**src/rtl/pitch_scorer.sv**
```systemverilog
// pitch_scorer
//   Scores pitch accuracy. Each detected spectral peak bin is compared with
//   the target note bin. The absolute bin error is saturated to 4 bits and
//   averaged over a window of 2^WIN_LOG2 peaks. The mean error maps to a
//   score of 15 - mean, so 15 is perfect. One score is produced per window.
//   A silence score of 0 is produced when peaks stop arriving for
//   TIMEOUT_CYC cycles.
//
// Ports
//   clk_i           system clock, rising edge
//   reset_i         asynchronous, active-high reset
//   enable_i        scoring enabled; low returns to IDLE and drops the window
//   target_bin_i    expected peak bin for the current note
//   peak_valid_i    one-cycle strobe qualifying peak_bin_i
//   peak_bin_i      detected dominant bin
//   score_o         last computed score, held between windows
//   score_ready_o   one-cycle pulse, score_o valid in the same cycle
//   dropped_peaks_o saturating count of peaks that arrived during SCORE/EMIT
//
// State  | meaning
// IDLE   | disabled; waits for enable, then latches target
// ACCUM  | accumulating peak errors; watches for window end or silence
// SCORE  | converts mean error (or silence) into the score
// EMIT   | presents score_ready, clears the window

module pitch_scorer #(
   parameter int BIN_W       = 10,
   parameter int WIN_LOG2    = 3,
   parameter int TIMEOUT_CYC = 1000000
) (
   input  logic             clk_i,
   input  logic             reset_i,
   input  logic             enable_i,
   input  logic [BIN_W-1:0] target_bin_i,
   input  logic             peak_valid_i,
   input  logic [BIN_W-1:0] peak_bin_i,
   output logic [3:0]       score_o,
   output logic             score_ready_o,
   output logic [7:0]       dropped_peaks_o
);

   localparam int SUM_W = WIN_LOG2 + 4;
   localparam int CNT_W = WIN_LOG2 + 1;
   localparam int TMO_W = $clog2(TIMEOUT_CYC + 1);
   localparam logic [CNT_W-1:0] WIN_LEN  = CNT_W'(1 << WIN_LOG2);
   localparam logic [TMO_W-1:0] TMO_LAST = TMO_W'(TIMEOUT_CYC - 1);

   typedef enum logic [1:0] {
      S_IDLE  = 2'd0,
      S_ACCUM = 2'd1,
      S_SCORE = 2'd2,
      S_EMIT  = 2'd3
   } state_t;

   state_t            state_q, state_d;
   logic [BIN_W-1:0]  target_q, target_d;
   logic [SUM_W-1:0]  sum_q, sum_d;
   logic [CNT_W-1:0]  cnt_q, cnt_d;
   logic [TMO_W-1:0]  tmo_q, tmo_d;
   logic              silence_q, silence_d;
   logic [3:0]        score_q, score_d;
   logic [7:0]        dropped_q, dropped_d;

   logic [BIN_W-1:0]  abs_diff;
   logic [3:0]        err;
   logic              restart;
   logic [SUM_W-1:0]  sum_base;
   logic [CNT_W-1:0]  cnt_base;
   logic [CNT_W-1:0]  cnt_inc;
   logic [3:0]        mean;

   // Peaks are always measured against the live target input. When it
   // matches target_q this is the same thing; when it differs, the window
   // restarts and the peak belongs to the new target anyway.
   always_comb begin
      if (peak_bin_i >= target_bin_i)
         abs_diff = peak_bin_i - target_bin_i;
      else
         abs_diff = target_bin_i - peak_bin_i;
      err = (abs_diff > BIN_W'(15)) ? 4'd15 : abs_diff[3:0];
   end

   assign restart  = (target_bin_i != target_q);
   assign sum_base = restart ? '0 : sum_q;
   assign cnt_base = restart ? '0 : cnt_q;
   assign cnt_inc  = cnt_base + CNT_W'(1);
   assign mean     = 4'(sum_q >> WIN_LOG2);

   // State register and datapath registers
   always_ff @(posedge clk_i or posedge reset_i) begin
      if (reset_i) begin
         state_q   <= S_IDLE;
         target_q  <= '0;
         sum_q     <= '0;
         cnt_q     <= '0;
         tmo_q     <= '0;
         silence_q <= 1'b0;
         score_q   <= '0;
         dropped_q <= '0;
      end else begin
         state_q   <= state_d;
         target_q  <= target_d;
         sum_q     <= sum_d;
         cnt_q     <= cnt_d;
         tmo_q     <= tmo_d;
         silence_q <= silence_d;
         score_q   <= score_d;
         dropped_q <= dropped_d;
      end
   end

   // Next-state and datapath update
   always_comb begin
      state_d   = state_q;
      target_d  = target_q;
      sum_d     = sum_q;
      cnt_d     = cnt_q;
      tmo_d     = tmo_q;
      silence_d = silence_q;
      score_d   = score_q;
      dropped_d = dropped_q;

      if (peak_valid_i && (state_q == S_SCORE || state_q == S_EMIT) &&
          dropped_q != 8'hFF)
         dropped_d = dropped_q + 8'd1;

      if (!enable_i) begin
         state_d   = S_IDLE;
         silence_d = 1'b0;
      end else begin
         unique case (state_q)
            S_IDLE: begin
               target_d  = target_bin_i;
               sum_d     = '0;
               cnt_d     = '0;
               tmo_d     = '0;
               silence_d = 1'b0;
               state_d   = S_ACCUM;
            end
            S_ACCUM: begin
               target_d = target_bin_i;
               if (peak_valid_i) begin
                  sum_d = sum_base + SUM_W'(err);
                  cnt_d = cnt_inc;
                  tmo_d = '0;
                  if (cnt_inc == WIN_LEN)
                     state_d = S_SCORE;
               end else if (restart) begin
                  sum_d = '0;
                  cnt_d = '0;
                  tmo_d = '0;
               end else begin
                  tmo_d = tmo_q + TMO_W'(1);
                  if (tmo_q == TMO_LAST) begin
                     silence_d = 1'b1;
                     state_d   = S_SCORE;
                  end
               end
            end
            S_SCORE: begin
               score_d = silence_q ? 4'd0 : (4'd15 - mean);
               state_d = S_EMIT;
            end
            S_EMIT: begin
               sum_d     = '0;
               cnt_d     = '0;
               tmo_d     = '0;
               silence_d = 1'b0;
               state_d   = S_ACCUM;
            end
            default: state_d = S_IDLE;
         endcase
      end
   end

   // Outputs
   always_comb begin
      score_ready_o = (state_q == S_EMIT);
   end

   assign score_o         = score_q;
   assign dropped_peaks_o = dropped_q;

endmodule

```
**config.mk**
```make
export PLATFORM = sky130hd
export DESIGN_NAME = pitch_scorer
export DESIGN_NICKNAME = d
export VERILOG_FILES = /design/src/rtl/pitch_scorer.sv
export SDC_FILE = /design/constraint.sdc
export NUM_CORES = 1
export LEC_CHECK = 0
export ABC_AREA = 1
export CAP_MARGIN = 20
export CORE_MARGIN = 4
export CORE_UTILIZATION = 30
export CTS_BUF_LIST = sky130_fd_sc_hd__clkbuf_4
export DETAILED_ROUTE_END_ITERATION = 8
export SYNTH_ARGS = -nofsm -noshare
export SYNTH_HDL_FRONTEND = slang
export SYNTH_SLANG_ARGS = --single-unit
```
**constraint.sdc**
```tcl
create_clock -name clk_i -period 2.37 [get_ports clk_i]
set_clock_uncertainty 0.2 [all_clocks]
set_input_delay 0.3555 -clock clk_i [delete_from_list [all_inputs] [get_ports clk_i]]
set_output_delay 0.3555 -clock clk_i [all_outputs]
set_load 0.005 [all_outputs]
```
# Word level (Yosys, flattened, before mapping)
# Cells that the tools add are included.
# Widths: inputs -> output; s select.
op_classes:
  n_addsub: 7
  magnitude_cmp: 2
  n_eq_ne: 14
  mux: 23
  reduce_logical: 12
ops:
  columns: ["operator", "count"]
  rows:
  - ["$mux 20", 2]
  - ["$pmux 20 s2", 1]
  - ["$add 20x1->20 const B", 1]
  - ["$eq 20x20->1 const B", 1]
  - ["$sub 10x10->10", 2]
  - ["$mux 4", 4]
  - ["$mux 7", 2]
  - ["$pmux 7 s2", 1]
  - ["$ne 4x4->1 const B", 3]
  - ["$ge 10x10->1", 1]
  - ["$gt 10x4->1 const B", 1]
  - ["$mux 10", 1]
  - ["$mux 2", 5]
  - ["$ne 10x10->1", 1]
  - ["$ne 3x3->1 const B", 3]
  - ["$add 8x1->8 const B", 1]
  - ["$ne 8x8->1 const B", 1]
  - ["$pmux 4 s2", 1]
  - ["$add 7x4->7", 1]
  - ["$pmux 2 s3", 1]
  - ["$reduce_and 2->1", 3]
  - ["$add 4x1->4 const B", 1]
  - ["$eq 2x2->1 const B", 2]
  - ["$eq 4x4->1 const B", 1]
  - ["other kinds (12)", 17]
word_totals:
  reg_bits: 56
  out_inout_bits: 13
  elab_cells: 66

# Depth between registers and ports, before layout
# Gate-level depths: netlist (run 1).
depth:
  depth_word: 8
  mapped_depth: 28

# Worst setup path after synthesis (run 1)
# Ideal clock, no wire load.
synth_timing:
  path_type: "input to register"
  start: "input peak_bin_i[0]"
  end: "register sum_q[6]"
  setup_ps: 118
  arrival_ps: 2951
  required_time_ps: 2052
  path_slack_ps: -899
  cell_stages: 26
  n_path_buf: 0
  cell_sequence: "inv_1 -> ha_1 -> inv_1 -> fa_1 -> nand3_1 -> nand3_1 -> nand2_1 -> nand2_1 -> nand2_1 -> nand3_1 -> nand2_1 -> nor2_1 -> nand2_1 -> nor2_4 -> nand2_1 -> ha_1 -> inv_1 -> fa_1 -> nor2_1 -> a211oi_1 -> nor2_1 -> inv_1 -> nor2_1 -> nand3b_1 -> nand3_1 -> nand2_1"
synth_via:
  elab_chain_len: 7
synth_lines:
  columns: ["element", "line", "text"]
  rows:
  - ["start: declaration", "36", "input logic [BIN_W-1:0] peak_bin_i,"]
  - ["$sub 10x10->10, or another cell as far along", "79", "abs_diff = target_bin_i - peak_bin_i;"]
  - ["$mux 10 *", "76", "if (peak_bin_i >= target_bin_i)"]
  - ["$gt 10x4->1", "80", "err = (abs_diff > BIN_W'(15)) ? 4'd15 : abs_diff[3:0];"]
  - ["$mux 4 *", "80", null]
  - ["$add 7x4->7 *", "143", "sum_d = sum_base + SUM_W'(err);"]
  - ["$mux 7 *", "142", "if (peak_valid_i) begin"]
  - ["$pmux 7 s2 *", "131", "unique case (state_q)"]
  - ["end signal: assignment", "103", "sum_q <= sum_d;"]
  - ["end: declaration", "57", "logic [SUM_W-1:0] sum_q, sum_d;"]
# Mark *: on every way between the ends. The rest lies on a longest branch, timed or not.
# A chain may end at the register's enable or synchronous reset.

# Worst setup path after layout (run 1)
layout_timing:
  start: "input target_bin_i[0]"
  end: "register sum_q[6]"
layout_via:
  elab_chain_len: 7
layout_lines:
  columns: ["element", "line", "text"]
  rows:
  - ["start: declaration", "34", "input logic [BIN_W-1:0] target_bin_i,"]
  - ["$sub 10x10->10, or another cell as far along", "79", null]
  - ["$mux 10", "76", null]
  - ["$gt 10x4->1", "80", null]
  - ["$mux 4", "80", null]
  - ["$add 7x4->7", "143", null]
  - ["$mux 7 *", "142", null]
  - ["$pmux 7 s2 *", "131", null]
# Marked as above.

==> results of run 1 <==
[registers in the layout, summed over array words and instances, names as in the netlist]
register,flops
tmo_q,20
target_q,10
dropped_peaks_o,8
sum_q,7
cnt_q,4
score_o,4
state_q,2
silence_q,1
[worst max-delay path: stages]
cell and delay [ns]:
clkbuf_4 0.15, inv_4 0.06, ha_4 0.13, inv_2 0.04
fa_2 0.41, nand3_2 0.10, nand3_2 0.09, nand2_2 0.08
nand2_1 0.04, nand2_1 0.06, nand2_1 0.06, nand2_1 0.06
nand2_1 0.06, nor2_2 0.12, nand2_2 0.09, nor2_4 0.17
nand2_2 0.09, ha_4 0.17, inv_2 0.04, fa_2 0.22
nor2_4 0.05, a211oi_2 0.18, nor2_2 0.08, buf_4 0.13
nand4_1 0.07, nand2_1 0.05, nand3_1 0.06, nand2_1 0.04
[metrics by stage]
step           worst slack (ns)  hold slack, ns  instances  area [um2]  total power [mW]
2_1_floorplan            -0.745           0.235        624        4590              2.25
3_3_place_gp              -1.58           0.271        905        5660              2.88
3_5_place_dp              -1.62           0.279        905        5660              2.89
4_1_cts                  -0.710           0.157        920        5870              3.38
5_1_grt                   -1.03           0.170        927        6000              3.69
6_report                 -0.805           0.154        927        6000              3.40
[area by class of cell]
cell class	count	area share [%]
antenna	1	0.0417
clock buffer	5	0.626
clock inverter	3	0.313
inverter	106	6.93
multi-input combinational	454	48.4
sequential	56	23.4
tap	180	3.75
timing repair buffer	122	16.6
[cells by family after synthesis]
group	synth area share, %
and+or+nand+nor	35.0
buffers and inverters	10.4
DFF	32.0
AOI/OAI and AO/OA	6.19
adders and majority gates	10.2
xor gates and xnor gates	5.99
muxes	0.257
[metal layers]
metal  GRT usage [%]  part of all wire [%]  vias to the layer above
met5               0                     0                        -
met4            2.41                  0.54                        0
met3            1.41                   2.4                        2
met2            22.7                    47                       51
met1            19.4                    50                     1858
li1                -                     -                     2193
[final timing paths]
| kind | startpoint | endpoint | slack [ns] | cells after the start |
|---|---|---|---|---|
| max in group asynchronous | reset_i | target_q[2] | 1.52 | 3 |
| max reg2reg | target_q[7] | sum_q[6] | -0.48 | 17 |
| min | reset_i | score_o[1] | 0.15 | 3 |
| min in group clk_i | target_bin_i[0] | target_q[0] | 0.18 | 4 |
| max | target_bin_i[0] | sum_q[6] | -0.80 | 28 |
| min reg2reg | score_o[3] | score_o[3] | 0.31 | 2 |
[where the power goes]
part / leakage, nW / internal [mW] / total (mW) / switching, mW
registers: 0.744 / 1.17 / 1.34 / 0.167
logic: 2.23 / 0.777 / 1.64 / 0.859
clock network: 0.0249 / 0.113 / 0.431 / 0.318
total: 3.00 / 2.06 / 3.40 / 1.34
[layout by cell type, fill, tap and decap left out, drive strengths merged, types with 7 or more instances in the layout]
cell / count
nand4: 16
inv: 106
ha: 31
a21oi: 12
dfrtp: 56
xor2: 21
nor2: 70
dlygate4sd2: 15
xnor2: 9
buf: 87
clkdlybuf4s50: 16
nor3: 11
clkbuf: 7
nand2: 194
o21ai: 23
nand3: 42
[what timing repair did]
action / 4_1_cts / 5_1_grt
setup buffers: 7 / 6
endpoints found under the hold margin: 0 / 0
resized for setup: 64 / 28
pin swaps: 30 / 13
endpoints found under the setup margin: 9 / 9
==> flow_summary.json, run 1 <==
{
  "critPathRequiredTime_ns": 2.45,
  "clockBufferDepth": 2,
  "grt_remaining_overflow": 0,
  "setup.worst_path.class": "input port to flop",
  "yosys.cell_count.top_type": "nand2_1",
  "syn_area_per_cell_um2": 7.03,
  "track_usage_pct": 13.6,
  "synthTopCellsByArea": "dfrtp_1, nand2_1, ha_1, inv_1, nor2_1",
  "ys_warn_count": 0,
  "drtAntennaViolNets": 0,
  "core_area_um2": 14100,
  "drc": 0,
  "portBuffers": 36,
  "irDropWorstVdd_mv": 0.263,
  "synth_top_area_share_pct": 32.0,
  "cts-root-buf": "clkbuf_4",
  "first_global_vias": 3911,
  "syn_inst": 624,
  "period_needed_ns": 3.17,
  "nets": 803,
  "die-area_um2": 16600,
  "multi_input_area_um2": 2900,
  "synth_top_cells_by_count": "nand2_1, inv_1, nor2_1, dfrtp_1, nand3_1",
  "finalWirelength_um": 11200,
  "final_max_slew_viol_count": 0,
  "io_pins": 37,
  "detail_route.wl_per_cell_um": 12.1,
  "worst_slack_ns": -0.805,
  "regArea_um2": 1400,
  "tightest_slew_ns": 0.444,
  "synth_cell_types": 38,
  "setup_tns_ns": -3.98,
  "routed-via-count": 4104,
  "violations": "setup timing",
  "cap_violations": 0,
  "status": "finished with violations",
  "fmax_ghz": 0.315,
  "start_util_pct": 31.1,
  "power_density_nw_per_um2": 567,
  "fill_cells": 1466,
  "min_path_type": "input port to asynchronous set/reset pin",
  "viasPerCell": 4.43,
  "setup_viol": 7,
  "ys_async_sr_fraction_pct": 100,
  "hold_viol_final": 0,
  "rsz0062_at_grt": "yes",
  "drt_first_pass_iters": 4,
  "period_share_pct": 134,
  "cts_tree": "yes",
  "yosysTopAreaCell": "dfrtp_1",
  "path_clk_slew_ns": 0.18,
  "fp-row-count": 43,
  "startpoint_type": "input port",
  "endpoint_kind": "flop",
  "post-route-util_pct": 42.6,
  "syn_area_um2": 4380,
  "ys.flop_type": "dfrtp_1",
  "area_growth_pct": 36.8,
  "die_width_um": 129,
  "antenna_found_initial": 1,
  "fp.dieH_um": 129,
  "hpwl_um": 8750,
  "synth_edf_count": 0,
  "gp_congestion": 0.828,
  "drive_gt1_share_pct": 28.0,
  "cts_made_buffers": 5,
  "synth_fp_nets": 682,
  "drt_iter0_drc": 224,
  "numClockSinks": 56,
  "grt_max_degree": 29,
  "clock_latency_ns": 0.37,
  "ctsHtreeMaxLevel": 2,
  "worst_ep_arrival_time_ns": 3.26,
  "synth-seq-area-share_pct": 32.0,
  "cts.hold.buffers_added": 0,
  "synth-seq-cells": 56,
  "grt_pass1_wl_um": 18600,
  "cp_max_fo": 4,
  "slew_headroom_pct": 70.4,
  "power_leakage_nw": 3.00
}
Note: power is estimated with default switching activity, not from simulation.
==> run 2: changes to the inputs <==
--- a/config.mk
+++ b/config.mk
@@ -10,5 +10,7 @@
 export CORE_MARGIN = 4
-export CORE_UTILIZATION = 30
+export CORE_UTILIZATION = 55
 export CTS_BUF_LIST = sky130_fd_sc_hd__clkbuf_4
+export CTS_CLUSTER_DIAMETER = 60
 export DETAILED_ROUTE_END_ITERATION = 8
+export PLACE_DENSITY = 0.79
 export SYNTH_ARGS = -nofsm -noshare
--- a/constraint.sdc
+++ b/constraint.sdc
@@ -4,2 +4,2 @@
 set_output_delay 0.3555 -clock clk_i [all_outputs]
-set_load 0.005 [all_outputs]
+set_load 0.05 [all_outputs]
==> run 2 against run 1 <==
  * Wire length rose by 7.4%
  * Final area fell by 0.10%
  * Critical endpoint unchanged
  * Clock power up 3%
  * Die area down 43%
  * The run still ends with setup timing left
  * Maximum frequency rose by 0.15%
  * Register-to-register slack got worse by 0.16 ns
  * Via count up 8.8%
  * Sequential power is essentially flat
  * Critical path depth shrank 2
==> flow_summary.json, run 2 (synthesis gave the netlist of run 1 again) <==
{
  "status": "finished with violations",
  "violations": "setup timing",
  "core_area_um2": 7730,
  "worst_slack_ns": -0.800,
  "critical_path.max_stage_delay_ns": 0.30,
  "worst_ep_arrival_time_ns": 3.24,
  "drive_gt1_share_pct": 32.0,
  "hold_viol_final": 0,
  "dp_slack_ns": -1.62,
  "final_max_slew_viol_count": 0,
  "start_util_pct": 56.7,
  "track_usage_pct": 24.5,
  "multi_input_area_um2": 3000,
  "critPathRequiredTime_ns": 2.44,
  "ctsHtreeMaxLevel": 2,
  "timing.hold.ws_ns": 0.0395,
  "irDropWorstVdd_mv": 0.320,
  "first_global_vias": 4301,
  "cts_tree": "yes",
  "grtUsageMet3_pct": 3.09,
  "cp_max_fo": 4,
  "numClockSinks": 56,
  "fmax_ghz": 0.315,
  "hold_depth": 3,
  "io_pins": 37,
  "portBuffers": 36,
  "cts_made_buffers": 5,
  "grt_pass1_wl_um": 19600,
  "min_path_type": "input port to flop",
  "nets": 803,
  "largest_reg_flops": 20,
  "die-area_um2": 9460,
  "regArea_um2": 1400,
  "path_clk_slew_ns": 0.18,
  "finalWirelength_um": 12000,
  "clockBufferDepth": 2,
  "cts-root-buf": "clkbuf_4",
  "drtAntennaViolNets": 0,
  "setup_viol": 7,
  "cp_num_buf_inv": 5,
  "largest-register": "tmo_q",
  "viasPerCell": 5.27,
  "period_needed_ns": 3.17,
  "path_delay_family": "simple AND/OR/NAND/NOR gates",
  "r2r_cells": 18,
  "cpMostUsedCell": "nand2_1",
  "detail_route.wl_per_cell_um": 14.2,
  "rsz0062_at_grt": "yes",
  "cap_violations": 0,
  "p_total_mw": 3.75,
  "path_depth": 26,
  "grtUsageMet1_pct": 32.9,
  "final_common_cell": "nand2_1",
  "fp-row-count": 32,
  "setup.worst_path.class": "input port to flop",
  "fill_cells": 560,
  "final_cell_mix": "nand2_1, inv_1, buf_4",
  "power_leakage_nw": 3.03,
  "use_met2_pct": 42.5,
  "drt_iter0_drc": 331,
  "slowest_stage": "ha_4",
  "area_growth_pct": 36.7,
  "grt_remaining_overflow": 0,
  "endpoint_kind": "flop",
  "fp.dieH_um": 97.3,
  "clock_latency_ns": 0.39,
  "hpwl_um": 9060,
  "tightest_slew_ns": 0.504,
  "grt.busiest_layer": "met2",
  "routed-via-count": 4467,
  "drt_first_pass_iters": 5,
  "startpoint_type": "input port",
  "antenna_cells": 0,
  "gp_congestion": 0.903,
  "grt_max_degree": 48,
  "period_share_pct": 134,
  "power_density_nw_per_um2": 627,
  "antenna_found_initial": 0,
  "drc": 0,
  "die_width_um": 97.3,
  "slew_headroom_pct": 66.3
}
run 2: layout make-up:
type                    instances  area share [%]
multi-input cells             454            50.0
flip-flops and latches         56            23.4
repair buffers                122            16.5
inverters                     106            6.97
well taps                     102            2.13
clock buffers                   5           0.626
clock inverters                 3           0.355
run 2: worst paths after layout:
check / startpoint / endpoint / slack (ns)
max: target_bin_i[6] / sum_q[6] / -0.80
min: target_bin_i[9] / target_q[9] / 0.04
max reg2reg: target_q[2] / sum_q[6] / -0.64
min reg2reg: sum_q[3] / score_o[0] / 0.25
max in group asynchronous: reset_i / sum_q[0] / 0.87
min in group asynchronous: reset_i / dropped_peaks_o[1] / 0.55
run 2: report_power, final:
part	switching, mW	internal [mW]
Clock	0.327	0.118
Combinational	1.19	0.787
Sequential	0.163	1.17
Total	1.68	2.07
run 2: worst register-to-register path: stages (launching register included):
cell and delay (ns):
dfrtp_1 0.43, nand2_1 0.09, nand2_2 0.07, nor3_4 0.27, inv_1 0.10, nor2_2 0.16, nand2_2 0.09, nor2_1 0.20
ha_4 0.18, inv_2 0.04, fa_2 0.38, nor2_2 0.12, a211oi_2 0.05, nor2_1 0.13, inv_1 0.08, nor2_2 0.09
nand3b_1 0.09, nand3_1 0.08, nand2_1 0.05
run 2: stage by stage:
step,setup TNS (ns),util [%],instance area (um2),std cells
2_1_floorplan,-3.32,-,4590,624
3_3_place_gp,-13.17,71.9,5560,825
3_5_place_dp,-15.17,71.9,5560,825
4_1_cts,-3.59,74.5,5760,835
5_1_grt,-4.68,77.5,5990,848
6_report,-3.82,77.5,5990,848
run 2: per-layer routing:
metal | vias to the layer above | wire, um
met5 | - | 0
met4 | 0 | 165
met3 | 17 | 568
met2 | 139 | 5950
met1 | 2113 | 5320
li1 | 2198 | -
run 2: timing repair:
action / in CTS / in global routing
resized for setup: 71 / 78
setup buffers: 1 / 14
pin swaps: 38 / 53
endpoints found under the setup margin: 11 / 12
hold endpoints to repair: 9 / 0
hold buffers: 1 / 0
==> run 3: changes to the inputs <==
Settings changed: RECOVER_POWER from default to 100.
==> run 3 against run 2 <==
  * The run still ends with setup timing left
  * Clock power is 1% higher
  * Combinational power fell by 2%
  * Sequential share of layout area rose by 0.10 points
  * Critical path depth is the same
  * Power down 0.90%
  * Non-clock buffer count stayed put
==> flow_summary.json, run 3 (synthesis gave the netlist of run 1 again) <==
{
  "detail_route.wl_per_cell_um": 14.1,
  "io_pins": 37,
  "power_frac_clock_pct": 12.1,
  "first_global_vias": 4301,
  "gp_congestion": 0.903,
  "fp-row-count": 32,
  "start_util_pct": 56.7,
  "cts_tree": "yes",
  "violations": "setup timing",
  "intPower_mw": 2.04,
  "status": "finished with violations",
  "slowest_stage": "ha_4",
  "final_common_cell": "nand2_1",
  "rsz0062_at_grt": "yes",
  "worstHoldEndpoint": "target_q[9]",
  "cts_made_buffers": 5,
  "path_clk_slew_ns": 0.18,
  "drc": 0,
  "r2r_setup_slack_ns": -0.63,
  "grt_remaining_overflow": 0,
  "stdcell_area_um2": 5970,
  "period_share_pct": 133,
  "power_leakage_nw": 3.04,
  "fmax_ghz": 0.316,
  "ctsHtreeMaxLevel": 2,
  "antenna_found_initial": 0,
  "area_growth_pct": 36.1,
  "grt_pass1_wl_um": 19600,
  "die-area_um2": 9460,
  "startpoint_type": "input port",
  "post-route-util_pct": 77.2,
  "drtAntennaViolNets": 0,
  "routed-via-count": 4444,
  "drt_first_pass_iters": 6,
  "viasPerCell": 5.24,
  "seqPwrFrac_pct": 35.7,
  "irDropWorstVdd_mv": 0.319,
  "regArea_um2": 1400,
  "power_frac_comb_pct": 52.2,
  "fp.dieH_um": 97.3,
  "endpoint_kind": "flop",
  "cp_num_buf_inv": 5,
  "clock_latency_ns": 0.40,
  "cts-root-buf": "clkbuf_4",
  "portBuffers": 36,
  "die_width_um": 97.3,
  "hold_viol_final": 0,
  "cap_violations": 0,
  "drt_iter0_drc": 327,
  "critical_path.max_stage_delay_ns": 0.30,
  "antenna_cells": 0,
  "cpMostUsedCell": "nand2_1",
  "place_area_um2": 5560,
  "timing.hold.ws_ns": 0.0352,
  "hpwl_um": 9060,
  "period_needed_ns": 3.16,
  "hp-start": "target_bin_i[9]",
  "fill_cells": 563,
  "p_switching_mw": 1.68,
  "path_delay_family": "simple AND/OR/NAND/NOR gates",
  "setup_tns_ns": -3.79,
  "final_max_slew_viol_count": 0,
  "worst_ep_arrival_time_ns": 3.24,
  "power_density_nw_per_um2": 624,
  "switching_share_pct": 45.1,
  "multi_input_area_um2": 2990,
  "largest-register": "tmo_q",
  "setup_viol": 9,
  "worst_slack_ns": -0.792,
  "slew_headroom_pct": 40.7,
  "numClockSinks": 56,
  "r2r-start": "target_q[2]",
  "hold_depth": 3,
  "tightest_slew_ns": 0.889,
  "largest_reg_flops": 20,
  "r2r_cells": 18,
  "grt_max_degree": 48,
  "nets": 803,
  "critPathRequiredTime_ns": 2.45,
  "finalWirelength_um": 12000,
  "min_path_type": "input port to flop",
  "clockBufferDepth": 2,
  "drive_gt1_share_pct": 31.6,
  "setup.worst_path.class": "input port to flop",
  "final_cell_mix": "nand2_1, inv_1, buf_4",
  "track_usage_pct": 24.5,
  "cp_max_fo": 4,
  "core_area_um2": 7730,
  "r2r_end": "sum_q[6]"
}
[run 3: layer usage]
metal  share of wire [%]  global-route usage, %  up-vias
met5                   0                      0        -
met4                 1.5                   5.43        0
met3                 4.2                   3.09       15
met2                  50                   42.5      111
met1                  45                   32.9     2121
li1                    -                      -     2197
[run 3: cell type report]
type / count / area share [%]
clock inverters: 3 / 0.357
flip-flops and latches: 56 / 23.5
repair buffers: 122 / 16.3
inverters: 106 / 7.01
clock buffers: 5 / 0.629
multi-input cells: 454 / 50.1
well taps: 102 / 2.14
[run 3: timing repair]
action                     in CTS  in global routing
setup buffers                   1                 14
hold buffers                    1                  0
cloned                          0                  0
setup endpoints to repair      11                 12
resized for setup              71                 78
hold endpoints to repair        9                  0
pin swaps                      38                 53
[run 3: per-stage QoR]
step | setup WS, ns | power (mW) | cells
final | -0.792 | 3.72 | 848
after detailed placement | -1.62 | 3.16 | 825
after floorplan | -0.745 | 2.50 | 624
after global routing | -0.921 | 3.99 | 848
after global placement | -1.49 | 3.09 | 825
after CTS | -0.779 | 3.64 | 835
[run 3: how the worst max path moves through the flow]
stage | from | to | slack, ns | depth (start not counted)
2_1_floorplan | peak_bin_i[0] | sum_q[6] | -0.75 | 26
3_3_place_gp | peak_bin_i[0] | sum_q[6] | -1.49 | 28
3_5_place_dp | peak_bin_i[0] | sum_q[6] | -1.62 | 28
4_1_cts | peak_bin_i[0] | sum_q[6] | -0.78 | 28
5_1_grt | peak_bin_i[0] | sum_q[6] | -0.92 | 27
6_report | target_bin_i[6] | sum_q[6] | -0.79 | 26
[run 3: power groups by stage]
| stage | Clock [mW] | Sequential, mW | Combinational (mW) |
|---|---|---|---|
| 3_5_place_dp | 0 | 1.35 | 1.81 |
| 3_3_place_gp | 0 | 1.34 | 1.75 |
| 2_1_floorplan | 0 | 1.56 | 0.947 |
| 5_1_grt | 0.504 | 1.36 | 2.12 |
| 4_1_cts | 0.456 | 1.33 | 1.85 |
| 6_report | 0.451 | 1.33 | 1.94 |
[run 3: worst reg2reg max path, cell delays in order, from the launching register on]
cell and delay, ns:
dfrtp_1 0.43, nand2_1 0.09, nand2_2 0.07, nor3_4 0.27, inv_1 0.10, nor2_2 0.16, nand2_2 0.09, nor2_1 0.20
ha_4 0.17, inv_2 0.04, fa_2 0.38, nor2_2 0.12, a211oi_2 0.05, nor2_1 0.13, inv_1 0.08, nor2_2 0.09
nand3b_1 0.09, nand3_1 0.08, nand2_1 0.05
